### config.mk
export PLATFORM = sky130hd
export DESIGN_NAME = e3_accum
export DESIGN_NICKNAME = d
export VERILOG_FILES = /design/src/rtl/e3_accum.sv
export SDC_FILE = /design/constraint.sdc
export NUM_CORES = 1
export LEC_CHECK = 0
export CAP_MARGIN = 20
export CORE_AREA = 2 2 71 73
export CTS_CLUSTER_SIZE = 14
export DETAILED_ROUTE_END_ITERATION = 7
export DIE_AREA = 0 0 73 75
export GPL_TIMING_DRIVEN = 0
export PLACE_DENSITY = 0.72
export SLEW_MARGIN = 20
export SYNTH_ARGS = -nofsm -noshare
export SYNTH_HDL_FRONTEND = slang
export SYNTH_SLANG_ARGS = --single-unit
### constraint.sdc
create_clock -name clk -period 5.3 [get_ports clk]
set_input_delay 0.795 -clock clk [delete_from_list [all_inputs] [get_ports clk]]
set_output_delay 0.795 -clock clk [all_outputs]
set_load 0.005 [all_outputs]
### src/rtl/e3_accum.sv
// ---------------------------------------------------------------------------
// e3_accum
//   Running multi-digit excess-3 accumulator. It sits downstream of the
//   excess-3 digit multiplier and adds each two-digit product into the sum.
//   The addition is digit-serial, one digit per clock, so an operand takes
//   DIGITS cycles to absorb. A new operand can be accepted in the cycle after
//   completion.
//
// Parameters
//   DIGITS     number of excess-3 digits in the accumulator (2..8)
//
// Ports
//   clk        clock, rising edge
//   rst        synchronous active-high reset
//   clr        synchronous clear, same effect as rst
//   in_valid   in_data holds an operand
//   in_ready   operand can be accepted this cycle
//   in_data    operand in excess-3: [7:4] tens digit, [3:0] units digit
//   sum        accumulated value in excess-3, digit 0 at [3:0]
//   out_valid  one-cycle pulse after sum is updated by a completed addition
//   ovf        sticky: a completed addition carried out of the top digit
//   err        sticky: an accepted operand held an invalid excess-3 code
// ---------------------------------------------------------------------------
module e3_accum #(
    parameter int DIGITS = 4
) (
    input  logic                  clk,
    input  logic                  rst,
    input  logic                  clr,
    input  logic                  in_valid,
    output logic                  in_ready,
    input  logic [7:0]            in_data,
    output logic [4*DIGITS-1:0]   sum,
    output logic                  out_valid,
    output logic                  ovf,
    output logic                  err
);

    localparam int W     = 4 * DIGITS;
    localparam int IDX_W = $clog2(DIGITS);
    localparam logic [IDX_W-1:0] LAST = IDX_W'(DIGITS - 1);

    typedef enum logic {IDLE, ADD} state_t;

    state_t           state;
    logic [W-1:0]     work;      // working copy of sum, rotated one digit per cycle
    logic [W-1:0]     opnd;      // operand, shifted alongside work
    logic             carry;
    logic [IDX_W-1:0] idx;

    logic [W-1:0]     op_ext;
    logic [W-1:0]     work_next;
    logic [4:0]       step;
    logic             accept;
    logic             bad_op;

    // True when a 4-bit code is outside the excess-3 digit range 3..12.
    function automatic logic bad_code(input logic [3:0] d);
        return (d < 4'd3) || (d > 4'd12);
    endfunction

    // One excess-3 digit addition; returns {carry_out, result_digit}.
    function automatic logic [4:0] digit_add(input logic [3:0] a,
                                             input logic [3:0] b,
                                             input logic       c);
        logic [4:0] t;
        t = ({1'b0, a} - 5'd3) + ({1'b0, b} - 5'd3) + {4'b0000, c};
        if (t >= 5'd10)
            return {1'b1, 4'(t - 5'd10) + 4'd3};
        else
            return {1'b0, t[3:0] + 4'd3};
    endfunction

    // rst/clr gate in_ready directly so no operand slips in during a clear.
    assign in_ready = (state == IDLE) && !rst && !clr;
    assign accept   = in_valid && in_ready;
    assign bad_op   = bad_code(in_data[7:4]) || bad_code(in_data[3:0]);

    // Operand zero-extended with excess-3 zeros in the upper digits.
    always_comb begin
        op_ext = '0;
        for (int k = 0; k < DIGITS; k++)
            op_ext[4*k +: 4] = 4'h3;
        op_ext[7:0] = in_data;
    end

    // The low digit is always the one being processed; the result enters at
    // the top so that after DIGITS steps the word is back in digit order.
    always_comb begin
        step      = digit_add(work[3:0], opnd[3:0], carry);
        work_next = {step[3:0], work[W-1:4]};
    end

    // Control and visible state.
    always_ff @(posedge clk) begin
        if (rst || clr) begin
            state     <= IDLE;
            sum       <= {DIGITS{4'h3}};
            ovf       <= 1'b0;
            err       <= 1'b0;
            out_valid <= 1'b0;
            carry     <= 1'b0;
            idx       <= '0;
        end else begin
            out_valid <= 1'b0;
            case (state)
                IDLE: begin
                    if (accept) begin
                        if (bad_op) begin
                            err <= 1'b1;
                        end else begin
                            carry <= 1'b0;
                            idx   <= '0;
                            state <= ADD;
                        end
                    end
                end
                ADD: begin
                    carry <= step[4];
                    idx   <= idx + IDX_W'(1);
                    if (idx == LAST) begin
                        sum       <= work_next;
                        ovf       <= ovf | step[4];
                        out_valid <= 1'b1;
                        state     <= IDLE;
                    end
                end
                default: state <= IDLE;
            endcase
        end
    end

    // Working registers: loaded at acceptance, shifted while adding.
    always_ff @(posedge clk) begin
        if (state == IDLE) begin
            if (accept && !bad_op) begin
                work <= sum;
                opnd <= op_ext;
            end
        end else begin
            work <= work_next;
            opnd <= {4'h3, opnd[W-1:4]};
        end
    end

endmodule

== Word-level counts from Yosys, hierarchy flattened ==
Index checks and enable logic that the tools add are counted.
Word-level totals
  output and inout bits: 20
  word-level logic and storage cells: 60
  bits in registers: 47
  input bits: 12
Operators by class
  reductions and logical operators: 16
  add/sub/neg operators: 8
  mux-type cells: 16
  bitwise logic cells: 2
  equality and inequality tests: 3
  magnitude comparators: 5
Operator list (number)
  16-bit 2-to-1 mux: 2
  4-bit by 2-bit subtractor with 5-bit output (second input constant): 2
  4-bit by 2-bit adder with 4-bit output (second input constant): 2
  4-bit greater-than comparator (second input constant): 2
  4-bit by 2-bit < comparator with 1-bit output (second input constant): 2
  8-bit 2-to-1 mux: 1
  1-bit 2-to-1 mux: 6
  5-bit by 1-bit adder with 5-bit output: 1
  5-bit adder: 1
  5-bit by 4-bit greater-or-equal comparator with 1-bit output (second input constant): 1
  5-bit 2-to-1 mux: 1
  1-bit logical AND: 4
  1-bit logical OR: 4
  2-bit 2-to-1 mux: 2
  4-bit 2-to-1 mux: 1
  2-bit != test (second input constant): 2
  1-bit case mux with 2 select lines: 2
  2-bit case mux with 2 select lines: 1
  2-bit AND reduction: 2
  4-bit subtractor (second input constant): 1
  1-bit zero test: 3
  3-bit AND reduction: 1
  2-bit by 1-bit adder with 2-bit output (second input constant): 1
  2-bit == test (second input constant): 1
  other kinds (4): 4

== Longest topological paths before layout ==
  depth in word-level cells: 7
  depth in mapped cells: 11
  gate-level depth less buffers: 10

== Worst setup path before layout ==
No wires, ideal clock.
  path kind: reg2reg
  from: register work[0]
  to: register work[15] (data pin)
  setup slack: 2.432 ns
  setup time: 0.263 ns
  cell stages (with the launch flop): 10
  arrival time: 2.605 ns
  path buffers: 1
  data required time: 5.037 ns
  period minus slack after synthesis: 2.868 ns
  cell sequence: edfxtp_1 fa_1 ha_1 fa_1 nor3_2 o22ai_1 a211o_1 buf_6 a221oi_2 o31ai_1
Between the ends
  cells in the longest elaborated chain, start to end: 7
  elaborated cells on any way between the ends: 9
  those cells by class: add/sub (6); order compare (1); mux (2)
RTL lines
  from (decl): line 46  | logic [W-1:0] work;
  from (signal assigned): line 137  | work <= sum;
  from (signal assigned): line 141  | work <= work_next;
  4-bit by 2-bit subtractor with 5-bit output *: line 67  | t = ({1'b0, a} - 5'd3) + ({1'b0, b} - 5'd3) + {4'b0000, c};
  5-bit adder *: line 67
  5-bit by 1-bit adder with 5-bit output *: line 67
  4-bit subtractor: line 69  | return {1'b1, 4'(t - 5'd10) + 4'd3};
  4-bit by 2-bit adder with 4-bit output: line 69
  5-bit 2-to-1 mux *: line 68  | if (t >= 5'd10)
  16-bit 2-to-1 mux *: line 135  | if (state == IDLE) begin
Every way passes the cells marked *; elsewhere a longest branch is shown, timed or not.
A chain may end at the register's enable or synchronous reset.

== Worst setup path after layout ==
  from: input port clr
  to: output port in_ready
Between the ends
  cells in the longest elaborated chain, start to end: 2
RTL lines
  from (decl): line 29  | input logic clr,
  1-bit zero test: line 75  | assign in_ready = (state == IDLE) && !rst && !clr;
  1-bit logical AND: line 75
  to (decl): line 31  | output logic in_ready,
Every way passes these cells.

==> metrics.txt <==
# TYPE chip_impl_metric gauge
chip_impl_metric{name="achievable-frequency",unit="MHz"} 289
chip_impl_metric{name="die_width",unit="um"} 73
chip_impl_metric{name="switching_power",unit="uW"} 169
chip_impl_metric{name="grt_first_pass_wirelength",unit="um"} 7660
chip_impl_metric{name="tightestPinTransition",unit="ns"} 1.01
chip_impl_info{name="worst_setup_path_startpoint",value="clr"} 1
chip_impl_metric{name="seq_power_share",unit="%"} 56.8
chip_impl_info{name="synth_commonest_cells",value="sky130_fd_sc_hd__nand2_1, sky130_fd_sc_hd__edfxtp_1, sky130_fd_sc_hd__dfxtp_1"} 1
chip_impl_metric{name="crit_required",unit="ns"} 4.51
chip_impl_metric{name="postLayoutSetupSlackWorst",unit="ns"} 1.84
chip_impl_metric{name="cts_inserted_buffers",unit=""} 5
chip_impl_info{name="critical_path.reg2reg.startpoint",value="work[0]$_DFFE_PP_"} 1
chip_impl_metric{name="rows",unit=""} 25
chip_impl_metric{name="antenna_cells",unit=""} 0
chip_impl_metric{name="cap_violations",unit=""} 0
chip_impl_metric{name="path_max_fanout",unit=""} 10
chip_impl_info{name="worst_setup_path_endpoint",value="in_ready"} 1
chip_impl_metric{name="synth_fp_nets",unit=""} 237
chip_impl_metric{name="clk_sinks",unit=""} 47
chip_impl_metric{name="synth_area_per_cell",unit="sq um"} 10.6
chip_impl_metric{name="drt_drc_violations_left",unit=""} 0
chip_impl_metric{name="wire_per_inst",unit="um"} 15.6
chip_impl_metric{name="timing_hold_violations_final",unit=""} 0
chip_impl_metric{name="post_route_utilization",unit="%"} 58.3
chip_impl_metric{name="pleak",unit="nW"} 1.01
chip_impl_metric{name="maximum_number_of_pins_on_one_net_before_global_route_repair",unit=""} 25
chip_impl_metric{name="post_synth_edffs",unit=""} 24
chip_impl_metric{name="synthArstFlopShare",unit="%"} 0
chip_impl_metric{name="share_clk_of_total_power",unit="%"} 30.5
chip_impl_metric{name="fill_cells",unit=""} 395
chip_impl_metric{name="worst_case_headroom_to_the_max_slew_limit",unit="%"} 32.8
chip_impl_metric{name="worst_setup_slack_post_dpl",unit="ns"} 1.86
chip_impl_metric{name="swShare",unit="%"} 24.5
chip_impl_metric{name="grt_antenna_before_repair",unit=""} 0
chip_impl_info{name="timing.rr.end",value="work[15]$_DFFE_PP_"} 1
chip_impl_metric{name="globalRouteTotalUtil",unit="%"} 18.6
chip_impl_metric{name="final_layout_size_suffix_gt1_share",unit="%"} 11.9
chip_impl_metric{name="worst_ir_drop_vdd",unit="mV"} 0.190
chip_impl_metric{name="timing.clock.skew",unit="ns"} 0.00331
chip_impl_metric{name="syn_to_final_growth",unit="%"} 20.5
chip_impl_metric{name="numPortBuffers",unit=""} 31
chip_impl_metric{name="rrSetupSlack",unit="ns"} 2.13
chip_impl_metric{name="i_o_pin_count",unit=""} 32
chip_impl_info{name="synth.most_common_cell",value="sky130_fd_sc_hd__nand2_1"} 1
chip_impl_info{name="status",value="complete, no violations"} 1
chip_impl_metric{name="cp.buffers_inverters",unit=""} 4
chip_impl_info{name="critical_path_class",value="in2out"} 1
chip_impl_metric{name="worst_path_largest_cell_delay",unit="ns"} 0.52
chip_impl_metric{name="detailedRoute.firstIterationViolations",unit=""} 84
chip_impl_metric{name="report.final.slew_viol_count",unit=""} 0
chip_impl_metric{name="cp_num_cells",unit=""} 6
chip_impl_info{name="yosys.area.top_type",value="sky130_fd_sc_hd__edfxtp_1"} 1
chip_impl_metric{name="cts_repair_resize_count",unit=""} 0
chip_impl_metric{name="dpl_cell_area",unit="sq um"} 2630
chip_impl_metric{name="final_cell_area",unit="sq um"} 2720
chip_impl_info{name="startpoint_type",value="primary input"} 1
chip_impl_metric{name="core",unit="sq um"} 4660
chip_impl_metric{name="grt_pass1_vias",unit=""} 1554
chip_impl_metric{name="wirelength",unit="um"} 4770
chip_impl_metric{name="route.vias.total",unit=""} 1656
chip_impl_metric{name="drt_first_pass_iters",unit=""} 4
chip_impl_info{name="clockRootBuffer",value="sky130_fd_sc_hd__clkbuf_8"} 1
chip_impl_metric{name="post-place-cells",unit=""} 298
chip_impl_metric{name="antenna_left",unit=""} 0
chip_impl_metric{name="globalplace.congestion",unit=""} 0.812
chip_impl_info{name="timing.critical_path.cells",value="clkdlybuf4s50_1 > or2_2 > clkbuf_1 > clkbuf_1 > nor2_1 > clkdlybuf4s50_1"} 1
chip_impl_info{name="crit_path_top_delay_cell",value="sky130_fd_sc_hd__clkdlybuf4s50_1"} 1
chip_impl_info{name="rsz0062_at_grt",value="no"} 1
chip_impl_info{name="timing.hold.worst.class",value="reg2reg"} 1
chip_impl_metric{name="p_per_area",unit="nW/um^2"} 254
chip_impl_metric{name="syn_area",unit="sq um"} 2250
chip_impl_metric{name="r2r.worst_path.cells",unit=""} 9
chip_impl_metric{name="num-nets-final",unit=""} 275
chip_impl_metric{name="clockBufferDepth",unit=""} 2
chip_impl_metric{name="clock_slew_at_the_register_clock_pins_of_the_worst_setup_and_hold_paths",unit="ns"} 0.08
chip_impl_metric{name="multi_input_area",unit="sq um"} 967
chip_impl_metric{name="period_minus_slack",unit="ns"} 3.46
chip_impl_metric{name="number_of_distinct_library_cell_variants_in_the_gate_level_netlist_after_synthesis",unit=""} 40
chip_impl_metric{name="stdcell_count",unit=""} 306
chip_impl_metric{name="ys_seq_area_share",unit="%"} 52.4
chip_impl_info{name="tritoncts",value="built"} 1
chip_impl_metric{name="insertion_delay",unit="ns"} 0.29
chip_impl_metric{name="cts_hold_repair.buffers",unit=""} 0
chip_impl_metric{name="synth_top_area_share",unit="%"} 32.0
chip_impl_metric{name="grt_overflow_total",unit=""} 0
chip_impl_metric{name="ctsHtreeMaxLevel",unit=""} 2
chip_impl_metric{name="combinationalPowerShare",unit="%"} 12.7
chip_impl_info{name="yosys_most_used_dff",value="sky130_fd_sc_hd__edfxtp_1"} 1
chip_impl_metric{name="mapped_cells",unit=""} 213
chip_impl_info{name="endpoint_kind",value="primary output"} 1
chip_impl_metric{name="start_util",unit="%"} 48.4
chip_impl_metric{name="critPathArrivalTime",unit="ns"} 2.67
chip_impl_info{name="synth.area.top_cells",value="sky130_fd_sc_hd__edfxtp_1, sky130_fd_sc_hd__dfxtp_1, sky130_fd_sc_hd__mux2_2, sky130_fd_sc_hd__ha_1, sky130_fd_sc_hd__nand2_1"} 1
chip_impl_metric{name="ff_latch_area",unit="sq um"} 1180
chip_impl_metric{name="detailed_place_hpwl",unit="um"} 3410
chip_impl_metric{name="post-cts-setup-buffers",unit=""} 0
chip_impl_metric{name="internal-power",unit="uW"} 522
chip_impl_metric{name="finalSetupTns",unit="ns"} 0
chip_impl_metric{name="yosys_register_bits",unit=""} 47
chip_impl_metric{name="design.die.area",unit="sq um"} 5480
chip_impl_metric{name="layout_worst_path_cycle_share",unit="%"} 65.3
chip_impl_info{name="critical-path-top-delay-family",value="buffers and inverters"} 1
chip_impl_metric{name="avgViaCountPerCell",unit=""} 5.41
chip_impl_metric{name="yosys_warnings",unit=""} 0
chip_impl_metric{name="setup_viol_count_final",unit=""} 0
chip_impl_metric{name="die_h",unit="um"} 75
worst min-delay path, stage by stage, from the launching register on:
cell,delay [ns]
sky130_fd_sc_hd__dfxtp_1,0.33
sky130_fd_sc_hd__a21oi_1,0.05
sky130_fd_sc_hd__nor2_1,0.07
per-stage QoR:
step / total power [mW] / hold WS [ns]
final: 0.691 / 0.477
after detailed placement: 0.488 / 0.462
after CTS: 0.697 / 0.481
after global routing: 0.721 / 0.509
after global placement: 0.487 / 0.456
after floorplan: 0.460 / 0.453
layout by cell type, fill, tap and decap left out, drive strengths merged, types with 9 or more instances in the layout:
cell | netlist | routed
nand2 | 32 | 32
clkdlybuf4s50 | 0 | 31
edfxtp | 24 | 24
dfxtp | 23 | 23
mux2 | 16 | 16
clkbuf | 10 | 16
inv | 14 | 15
a21oi | 14 | 14
nor2 | 11 | 11
ha | 10 | 10
nand3 | 9 | 9
routing by layer:
| metal | share of wire, % | up-vias | global-route usage (%) |
|---|---|---|---|
| li1 | - | 834 | - |
| met1 | 47 | 777 | 26.4 |
| met2 | 48 | 40 | 29.4 |
| met3 | 4.7 | 5 | 3.61 |
| met4 | 0.69 | 0 | 4.94 |
| met5 | 0 | - | 0 |
logic make-up (layout without fill, tap and decap cells):
logic type | after synthesis | count (layout) | share of synthesized area [%]
AND/OR/NAND/NOR | 71 | 71 | 14.8
flip-flops | 47 | 47 | 52.4
AO/OA/AOI/OAI | 39 | 39 | 11.9
buffers and inverters | 26 | 65 | 4.72
multiplexers | 18 | 18 | 8.88
adder cells (fa/ha/maj) | 12 | 12 | 7.33
how the worst min path moves through the flow:
| stage | slack [ns] | endpoint | start | cells after the start |
|---|---|---|---|---|
| floorplan | 0.45 | sum[0]$_SDFFE_PP1P_ | work[4]$_DFFE_PP_ | 2 |
| global placement | 0.46 | ovf$_SDFFE_PP0P_ | ovf$_SDFFE_PP0P_ | 2 |
| detailed placement | 0.46 | ovf$_SDFFE_PP0P_ | ovf$_SDFFE_PP0P_ | 2 |
| CTS | 0.48 | ovf$_SDFFE_PP0P_ | ovf$_SDFFE_PP0P_ | 2 |
| global route | 0.51 | sum[11]$_SDFFE_PP0P_ | sum[11]$_SDFFE_PP0P_ | 2 |
| finish | 0.48 | ovf$_SDFFE_PP0P_ | ovf$_SDFFE_PP0P_ | 2 |
area by class of cell:
| class | instances | share of cell area (%) |
|---|---|---|
| buffer | 12 | 1.98 |
| clock buffer | 6 | 2.67 |
| clock inverter | 2 | 0.460 |
| inverter | 14 | 1.93 |
| multi-input combinational | 140 | 35.6 |
| sequential | 47 | 43.5 |
| tap | 54 | 2.49 |
| timing repair buffer | 31 | 11.4 |
sequential cells by signal, summed over array words and instances, names as in the netlist:
signal / cells
carry: 1
err: 1
work: 16
state: 1
opnd: 8
idx: 2
sum: 16
out_valid: 1
ovf: 1
power by group through the flow:
stage / clock network, mW / registers, mW / logic, mW
finish: 0.211 / 0.392 / 0.0880
floorplan: 0 / 0.400 / 0.0604
CTS: 0.216 / 0.393 / 0.0881
global route: 0.231 / 0.393 / 0.0973
global placement: 0 / 0.401 / 0.0862
detailed placement: 0 / 0.401 / 0.0874
Note: power is estimated with default switching activity, not from simulation.
